--- config.mk ---
export PLATFORM = sky130hd
export DESIGN_NAME = id_ex_stage
export DESIGN_NICKNAME = d
export VERILOG_FILES = /design/src/rtl/id_ex_stage_pkg.sv /design/src/rtl/id_ex_stage_forward_unit.sv /design/src/rtl/id_ex_stage.sv
export SDC_FILE = /design/constraint.sdc
export NUM_CORES = 1
export LEC_CHECK = 0
export ABC_AREA = 1
export CAP_MARGIN = 20
export CELL_PAD_IN_SITES_DETAIL_PLACEMENT = 1
export CELL_PAD_IN_SITES_GLOBAL_PLACEMENT = 2
export CORE_AREA = 2 2 129 131
export DETAILED_ROUTE_END_ITERATION = 8
export DIE_AREA = 0 0 131 133
export DONT_BUFFER_PORTS = 1
export PLACE_DENSITY_LB_ADDON = 0.12
export SYNTH_ARGS = -nofsm -noshare
export SYNTH_HDL_FRONTEND = slang
export SYNTH_SLANG_ARGS = --single-unit
export TNS_END_PERCENT = 5
--- constraint.sdc ---
create_clock -name clk -period 7.85 [get_ports clk]
set_clock_uncertainty 0.05 [all_clocks]
set_input_delay 2.355 -clock clk [delete_from_list [all_inputs] [get_ports clk]]
set_output_delay 2.355 -clock clk [all_outputs]
set_load 0.03 [all_outputs]
--- src/rtl/id_ex_stage_pkg.sv ---
// Shared definitions for the ID/EX pipeline register and its forwarding unit.
package id_ex_stage_pkg;

    // Default widths for operands and register-file addresses.
    localparam int DATA_W_DEF     = 32;
    localparam int REG_ADDR_W_DEF = 5;
    localparam int CTRL_W_DEF     = 8;

    // Register 0 is hard-wired to zero: it is never forwarded and never causes a hazard.
    localparam int REG_ZERO = 0;

    // EX operand-mux select encoding; 2'b11 is never driven.
    localparam logic [1:0] FWD_REGFILE = 2'b00;
    localparam logic [1:0] FWD_MEMWB   = 2'b01;
    localparam logic [1:0] FWD_EXMEM   = 2'b10;

endpackage

--- src/rtl/id_ex_stage_forward_unit.sv ---
// Forwarding select generation for both EX operands (purely combinational).
module id_ex_stage_forward_unit
    import id_ex_stage_pkg::*;
#(
    parameter int REG_ADDR_W = REG_ADDR_W_DEF
) (
    input  logic [REG_ADDR_W-1:0] ex_rs_addr,
    input  logic [REG_ADDR_W-1:0] ex_rt_addr,
    input  logic                  exmem_reg_write,
    input  logic [REG_ADDR_W-1:0] exmem_rd,
    input  logic                  memwb_reg_write,
    input  logic [REG_ADDR_W-1:0] memwb_rd,
    output logic [1:0]            fwd_sel_a,
    output logic [1:0]            fwd_sel_b
);

    localparam logic [REG_ADDR_W-1:0] ZERO_ADDR = REG_ADDR_W'(REG_ZERO);

    // A writer is eligible only if it actually writes a non-zero register.
    logic exmem_live;
    logic memwb_live;

    assign exmem_live = exmem_reg_write && (exmem_rd != ZERO_ADDR);
    assign memwb_live = memwb_reg_write && (memwb_rd != ZERO_ADDR);

    // Operand A select: the younger EX/MEM result wins over MEM/WB.
    always_comb begin
        // NOTE: default first so every path assigns the output and no latch is inferred.
        fwd_sel_a = FWD_REGFILE;
        if (exmem_live && (exmem_rd == ex_rs_addr)) begin
            fwd_sel_a = FWD_EXMEM;
        end else if (memwb_live && (memwb_rd == ex_rs_addr)) begin
            fwd_sel_a = FWD_MEMWB;
        end
    end

    // Operand B select: same priority rule on the rt source.
    always_comb begin
        fwd_sel_b = FWD_REGFILE;
        if (exmem_live && (exmem_rd == ex_rt_addr)) begin
            fwd_sel_b = FWD_EXMEM;
        end else if (memwb_live && (memwb_rd == ex_rt_addr)) begin
            fwd_sel_b = FWD_MEMWB;
        end
    end

endmodule

--- src/rtl/id_ex_stage.sv ---
// ID/EX pipeline register with stall, flush, load-use bubble insertion and
// forwarding-select generation for the EX operand muxes.
module id_ex_stage
    import id_ex_stage_pkg::*;
#(
    parameter int DATA_W     = DATA_W_DEF,
    parameter int REG_ADDR_W = REG_ADDR_W_DEF,
    parameter int CTRL_W     = CTRL_W_DEF
) (
    input  logic                  clk,
    input  logic                  rst,
    input  logic                  stall,
    input  logic                  flush,
    input  logic                  id_valid,
    input  logic [REG_ADDR_W-1:0] id_rs_addr,
    input  logic [REG_ADDR_W-1:0] id_rt_addr,
    input  logic [REG_ADDR_W-1:0] id_rd_addr,
    input  logic [DATA_W-1:0]     id_rs_data,
    input  logic [DATA_W-1:0]     id_rt_data,
    input  logic [DATA_W-1:0]     id_imm,
    input  logic [CTRL_W-1:0]     id_ctrl,
    input  logic                  id_reg_write,
    input  logic                  id_mem_read,
    input  logic                  exmem_reg_write,
    input  logic [REG_ADDR_W-1:0] exmem_rd,
    input  logic                  memwb_reg_write,
    input  logic [REG_ADDR_W-1:0] memwb_rd,
    output logic                  ex_valid,
    output logic                  ex_reg_write,
    output logic                  ex_mem_read,
    output logic [REG_ADDR_W-1:0] ex_rs_addr,
    output logic [REG_ADDR_W-1:0] ex_rt_addr,
    output logic [REG_ADDR_W-1:0] ex_rd,
    output logic [DATA_W-1:0]     ex_rs_data,
    output logic [DATA_W-1:0]     ex_rt_data,
    output logic [DATA_W-1:0]     ex_imm,
    output logic [CTRL_W-1:0]     ex_ctrl,
    output logic [1:0]            fwd_sel_a,
    output logic [1:0]            fwd_sel_b,
    output logic                  hazard_stall
);

    localparam logic [REG_ADDR_W-1:0] ZERO_ADDR = REG_ADDR_W'(REG_ZERO);

    // Load-use hazard: a live load in EX targets a register the ID instruction reads.
    // Kept asserted even under flush; the upstream consumer merges it with its own flush.
    assign hazard_stall = ex_valid && ex_mem_read && ex_reg_write &&
                          (ex_rd != ZERO_ADDR) && id_valid &&
                          ((ex_rd == id_rs_addr) || (ex_rd == id_rt_addr));

    // Pipeline register: flush > stall > hazard bubble > normal load.
    always_ff @(posedge clk or posedge rst) begin
        // NOTE: non-blocking assignments so every register samples pre-edge values.
        if (rst) begin
            ex_valid     <= 1'b0;
            ex_reg_write <= 1'b0;
            ex_mem_read  <= 1'b0;
            ex_rs_addr   <= '0;
            ex_rt_addr   <= '0;
            ex_rd        <= '0;
            ex_rs_data   <= '0;
            ex_rt_data   <= '0;
            ex_imm       <= '0;
            ex_ctrl      <= '0;
        end else if (flush || (!stall && hazard_stall)) begin
            ex_valid     <= 1'b0;
            ex_reg_write <= 1'b0;
            ex_mem_read  <= 1'b0;
            ex_rs_addr   <= '0;
            ex_rt_addr   <= '0;
            ex_rd        <= '0;
            ex_rs_data   <= '0;
            ex_rt_data   <= '0;
            ex_imm       <= '0;
            ex_ctrl      <= '0;
        end else if (!stall) begin
            ex_valid     <= id_valid;
            ex_reg_write <= id_reg_write;
            ex_mem_read  <= id_mem_read;
            ex_rs_addr   <= id_rs_addr;
            ex_rt_addr   <= id_rt_addr;
            ex_rd        <= id_rd_addr;
            ex_rs_data   <= id_rs_data;
            ex_rt_data   <= id_rt_data;
            ex_imm       <= id_imm;
            ex_ctrl      <= id_ctrl;
        end
    end

    id_ex_stage_forward_unit #(
        .REG_ADDR_W (REG_ADDR_W)
    ) forward_unit (
        .ex_rs_addr      (ex_rs_addr),
        .ex_rt_addr      (ex_rt_addr),
        .exmem_reg_write (exmem_reg_write),
        .exmem_rd        (exmem_rd),
        .memwb_reg_write (memwb_reg_write),
        .memwb_rd        (memwb_rd),
        .fwd_sel_a       (fwd_sel_a),
        .fwd_sel_b       (fwd_sel_b)
    );

endmodule

==> impl_metrics.tcl, run 1 <==
set metrics [dict create \
    syn_nets 820 \
    cap_violations 0 \
    grt.overflow.total 0 \
    post-dp-hpwl_microns 11200 \
    max_stage_delay_ns 0.46 \
    nets 808 \
    crit_path_max_fanout 3 \
    cts_setup_buffers 0 \
    cts_resized 0 \
    yosys.area.top_type_share 0.494 \
    clk_latency_ns 0.41 \
    cp_slowest_cell "nor2_1" \
    syn_avg_cell_area_sq_um 9.06 \
    firstDrtPassIters 6 \
    std_cell_rows 47 \
    die_area_sq_mm 0.0174 \
    via_per_inst 4.89 \
    cts_max_level 4 \
    fmax_ghz 0.172 \
    portBuffers 0 \
    pin_count 265 \
    start_util 0.382 \
    status "finished, final reports clean" \
    path_cells "xor2_1 > nor3_1 > nand4_1 > nor2_1" \
    ys_seq_area_frac 0.494 \
    wl_per_cell_microns 18.5 \
    path_clk_slew_ns 0.06 \
    relSlewSlack 0.387 \
    synth.distinct_cells 29 \
    antenna_found_initial 0 \
    place_congestion 0.753 \
    min_period_over_period 0.740 \
    rsz0062_at_grt "no" \
    setup_tns_ns 0 \
    cts_buffers 17 \
    cellLeakagePower_uw 0.00352 \
    holdBufCountCts 0 \
    cp-end-kind "output port" \
    setup_viol 0 \
    first_iter_violations 169 \
    die_w_microns 131 \
    hp-class "flop to flop" \
    drc_errors 0 \
    crit_arrival_ns 3.40 \
    root_buffer "clkbuf_16" \
    tritoncts "built" \
    syn_area_sq_mm 0.00618 \
    antenna_cells 0 \
    fin_crit_ns 5.81 \
    finalHoldViolations 0 \
    areaGrowthSynthToFinish_pct 10.1 \
    grt.total_usage 0.193 \
    yosys_warnings 0 \
    cts_buffer_depth 2 \
    cp_data_required_time_ns 5.45 \
    ys_ff_latch 122 \
    drtAntennaViolNets 0 \
    pwr_density_cell_mw_per_mm2 251 \
    grt_pass1_vias 4862 \
    num_vias 4420 \
    routed_wirelength_microns 16700 \
    grt_pass1_wl_microns 25600 \
    hold_slack_ns 0.643 \
    clock_sinks 122 \
    grt_max_degree 82 \
    die_y_microns 133 \
    synthTopCellsByArea "dfrtp_1, nand2_1, mux2_2" \
    final_max_slew_viol_count 0 \
    yosysTopAreaCell "dfrtp_1" \
    synthCells 682 \
    worst_slew_pin_slew_ns 0.919 \
    worst-setup-path-type "input pin to output port" \
    cp-start-kind "input pin" \
    core-area_sq_mm 0.0162 \
    ir_worst_vdd_v 0.000143 \
    drive_gt1_frac 0.163 \
]
## flip-flops by register name, indices dropped and copies added (netlist names)
| register | flops |
|---|---|
| ex_valid | 1 |
| ex_ctrl | 8 |
| ex_rs_addr | 5 |
| ex_mem_read | 1 |
| ex_imm | 32 |
| ex_rd | 5 |
| ex_rt_data | 32 |
| ex_reg_write | 1 |
| ex_rs_data | 32 |
| ex_rt_addr | 5 |
## through the flow
stage | total power [uW] | area [sq um] | cells | util | worst slack [ns]
floorplan | 898 | 6180 | 682 | - | 1.47
global placement | 923 | 6210 | 871 | 0.384 | 2.12
detailed placement | 930 | 6210 | 871 | 0.384 | 2.04
CTS | 1740 | 6800 | 903 | 0.421 | 2.04
global route | 1780 | 6800 | 903 | 0.421 | 2.00
finish | 1710 | 6800 | 903 | 0.421 | 2.04
## synth_stat cells
cell type    n
buf_4        5
nand3b_1    54
inv_6        1
buf_6       13
nand2_2      2
nand2_4      1
o21ai_2      1
nor4_1       2
mux2_2      59
buf_1        3
o21ai_0      1
nor2_8       1
mux2_4       3
o21bai_1     1
nor3_1       2
xnor2_1     12
buf_2        8
inv_2        6
nand3_2      1
dfrtp_1    122
nand4_1      4
nor2_1      81
clkbuf_8     2
inv_1       75
xor2_1      10
nand3_1     10
buf_8        1
nand2_1    196
clkbuf_1     5
## cell usage in the layout (no fill, tap or decap), drive strengths merged, types with 10 or more instances in the layout
cell type and n:
nand2 199, dfrtp 122, inv 83, nor2 82, mux2 62, nand3b 54, clkbuf 21, xnor2 12
nand3 11, xor2 10
## cell type report
cell class                 instances  area (sq um)
clock inverter                    11           145
fill                            1855          9370
tap                              220           275
sequential                       122          3050
timing repair buffer               6          45.0
inverter                          82           315
clock buffer                      21           450
multi-input combinational        441          2520
## metal layers
layer / up-vias / GRT usage / wire length (microns)
met3: 24 / 0.0805 / 1590
met1: 2129 / 0.231 / 6920
li1: 2081 / - / -
met2: 186 / 0.307 / 7810
met5: - / 0 / 0
met4: 0 / 0.0733 / 386
## worst max-delay path: cells and delay by family
| family | cells | cell delay [ns] |
|---|---|---|
| XOR/XNOR | 1 | 0.15 |
| AND/OR/NAND/NOR | 3 | 0.89 |
## report_power, final
part           total [uW]  internal (uW)  leakage, uW  switching (uW)
registers             775            665      0.00161             110
logic                 140           60.4      0.00163            79.9
clock network         795            507     0.000283             288
total                1710           1230      0.00352             478
## worst paths after layout
check	from	to	slack, ns	depth (start not counted)
max	memwb_rd[0]	fwd_sel_a[0]	2.04	4
min	ex_rs_data[21]	ex_rs_data[21]	0.64	2
max reg2reg	ex_rd[4]	ex_imm[27]	5.72	9
min reg2reg	ex_rs_data[21]	ex_rs_data[21]	0.64	2
max in group asynchronous	rst	ex_imm[7]	4.52	2
min in group asynchronous	rst	ex_rt_data[27]	1.86	1
## cells by family after synthesis
kind of cell / after synthesis / share of synthesized area
buf+inv: 119 / 0.0986
flops: 122 / 0.494
xor+xnor: 22 / 0.0312
mux: 62 / 0.115
simple gates: 354 / 0.258
compound gates: 3 / 0.00344
(Power assumes the default switching activity.)
==> run 2: changes to the inputs <==
Settings changed: ABC_AREA 1 to 0, CORE_AREA 2 2 129 131 to 2 2 142 144, DIE_AREA 0 0 131 133 to 0 0 144 146.
Clock period 7.85 ns to 5 ns, I/O delays scaled along.
==> impl_metrics.tcl, run 2 <==
set metrics [dict create \
    status "finished, final reports clean" \
    final_util 0.365 \
    async_flop_share 1.00 \
    pin_count 265 \
    synthCells 697 \
    layout_commonest_cell "nand2_1" \
    post-dp-hpwl_microns 13100 \
    cp-start-kind "input pin" \
    cts_buffers 17 \
    crit_path_max_fanout 3 \
    synth_ff_type "dfrtp_1" \
    p_total_uw 2910 \
    rr_endpoint "ex_rs_data[17]" \
    syn_avg_cell_area_sq_um 9.07 \
    core-area_sq_mm 0.0193 \
    synth.distinct_cells 22 \
    cp_data_required_time_ns 3.45 \
    reg_top3 "ex_imm (32), ex_rs_data (32), ex_rt_data (32)" \
    rsz0062_at_grt "no" \
    num_vias 5457 \
    synthTopCellsByArea "dfrtp_1, nand2_1, o221ai_1" \
    netlist_top_cells_count "nand2_1, dfrtp_1, o221ai_1" \
    layout_common_cells "nand2_1, dfrtp_1, o221ai_1" \
    cp-end-kind "output port" \
    cts_max_level 4 \
    cts_resized 0 \
    die_y_microns 146 \
    antenna_cells 0 \
    grt_pass1_wl_microns 32300 \
    whs_path_depth 2 \
    pwr_density_cell_mw_per_mm2 412 \
    place_congestion 0.724 \
    via_per_inst 5.86 \
    path_clk_slew_ns 0.06 \
    root_buffer "clkbuf_16" \
    setup_tns_ns 0 \
    min_period_over_period 0.893 \
    drtAntennaViolNets 0 \
    firstDrtPassIters 4 \
    syn_area_sq_mm 0.00632 \
    yosysTopAreaCell "dfrtp_1" \
    setup_viol 0 \
    clock_sinks 122 \
    synth-edff-count 0 \
    drc_errors 0 \
    areaGrowthSynthToFinish_pct 11.4 \
    fin_area_sq_mm 0.00705 \
    holdPathEnd "ex_rs_data[6]" \
    die_w_microns 144 \
    grt.total_usage 0.197 \
    portBuffers 0 \
    first_iter_violations 315 \
    grt.overflow.total 0 \
    start_util 0.327 \
    yosys.area.top_type_share 0.483 \
    crit_arrival_ns 2.91 \
    holdBufCountCts 0 \
    grt_max_degree 167 \
    worst_slack_ns 0.535 \
    die_area_sq_mm 0.0210 \
    finalHoldViolations 0 \
    relSlewSlack 0.320 \
    reg2reg_depth 6 \
    cellLeakagePower_uw 0.00268 \
    dpl_cell_area_sq_mm 0.00645 \
    wl_per_cell_microns 22.5 \
    r2r-start "ex_rd[1]" \
    yosysMostFrequentCell "nand2_1" \
    routed_wirelength_microns 21000 \
    cap_violations 0 \
    hp-start "ex_rs_data[6]" \
    grt_pass1_vias 5679 \
    syn_nets 835 \
    r2r_setup_slack_ns 1.87 \
    ir_worst_vdd_v 0.000215 \
    worst_slew_pin_slew_ns 1.02 \
    clk_latency_ns 0.41 \
    place_ws_ns 0.545 \
    worst-setup-path-type "input pin to output port" \
    tritoncts "built" \
    ys_seq_area_frac 0.483 \
    nets 791 \
    cts_setup_buffers 0 \
    hp-class "flop to flop" \
    std_cell_rows 51 \
    fmax_ghz 0.224 \
    ys_ff_latch 122 \
    antenna_found_initial 0 \
    cts_buffer_depth 2 \
    fin_crit_ns 4.46 \
    drive_gt1_frac 0.0901 \
    yosys_warnings 0 \
    final_max_slew_viol_count 0 \
]
[run 2: changes by cell type after synthesis, sizes merged, moves of 5 or more]
cell,change
a32oi,+42
buf,-8
clkbuf,+46
inv,-81
mux2,-62
nand2,-6
nand2b,+11
nand3,+62
nand3b,-54
nor2,-81
o21ai,+43
o221ai,+80
or3b,+11
or4,+5
[run 2: per-layer routing]
metal / GRT usage / share of wire / routed length [microns] / vias to the layer above
li1: - / - / - / 2468
met1: 0.232 / 0.38 / 8040 / 2735
met2: 0.325 / 0.49 / 10300 / 224
met3: 0.0773 / 0.11 / 2210 / 30
met4: 0.0681 / 0.021 / 430 / 0
met5: 0 / 0 / 0 / -
[run 2: worst max path at each step]
| stage | slack, ns | startpoint | cells after the start | endpoint |
|---|---|---|---|---|
| finish | 0.54 | exmem_rd[4] | 5 | fwd_sel_a[0] |
| global route | 0.40 | exmem_rd[4] | 5 | fwd_sel_a[0] |
| CTS | 0.55 | exmem_rd[4] | 5 | fwd_sel_a[0] |
| detailed placement | 0.55 | exmem_rd[4] | 5 | fwd_sel_a[0] |
| global placement | 0.64 | exmem_rd[4] | 5 | fwd_sel_a[0] |
| floorplan | 0.01 | exmem_rd[4] | 4 | fwd_sel_a[0] |
[run 2: cell families (layout without fill, tap and decap cells)]
| logic type | Yosys count | in the layout | synth area share |
|---|---|---|---|
| AND/OR/NAND/NOR | 301 | 301 | 0.212 |
| buffers and inverters | 76 | 45 | 0.0574 |
| XOR/XNOR | 30 | 30 | 0.0415 |
| AO/OA/AOI/OAI | 168 | 168 | 0.206 |
| flip-flops | 122 | 122 | 0.483 |
[run 2: area by class of cell]
cell class,count,area [sq um]
fill,2208,12300
inverter,1,6.26
timing repair buffer,12,115
multi-input combinational,499,2950
clock buffer,19,453
sequential,122,3050
clock inverter,13,144
tap,265,332
[run 2: through the flow]
stage	instances	hold WS, ns
after floorplan	697	0.622
after global placement	899	0.644
after detailed placement	899	0.659
after CTS	931	0.673
after global routing	931	0.690
final	931	0.675
[run 2: worst max-delay path: stages]
cell     delay (ns)
or4_1          0.50
o21ai_0        0.26
nor4_1         0.15
nor4_1         0.30
buf_4          0.21
[run 2: report_power, final]
part	leakage, uW	switching, uW	internal, uW	total, uW
sequential	0.00155	306	1080	1390
clock	0.000282	485	763	1250
combinational	0.000843	157	110	268
total	0.00268	948	1960	2910
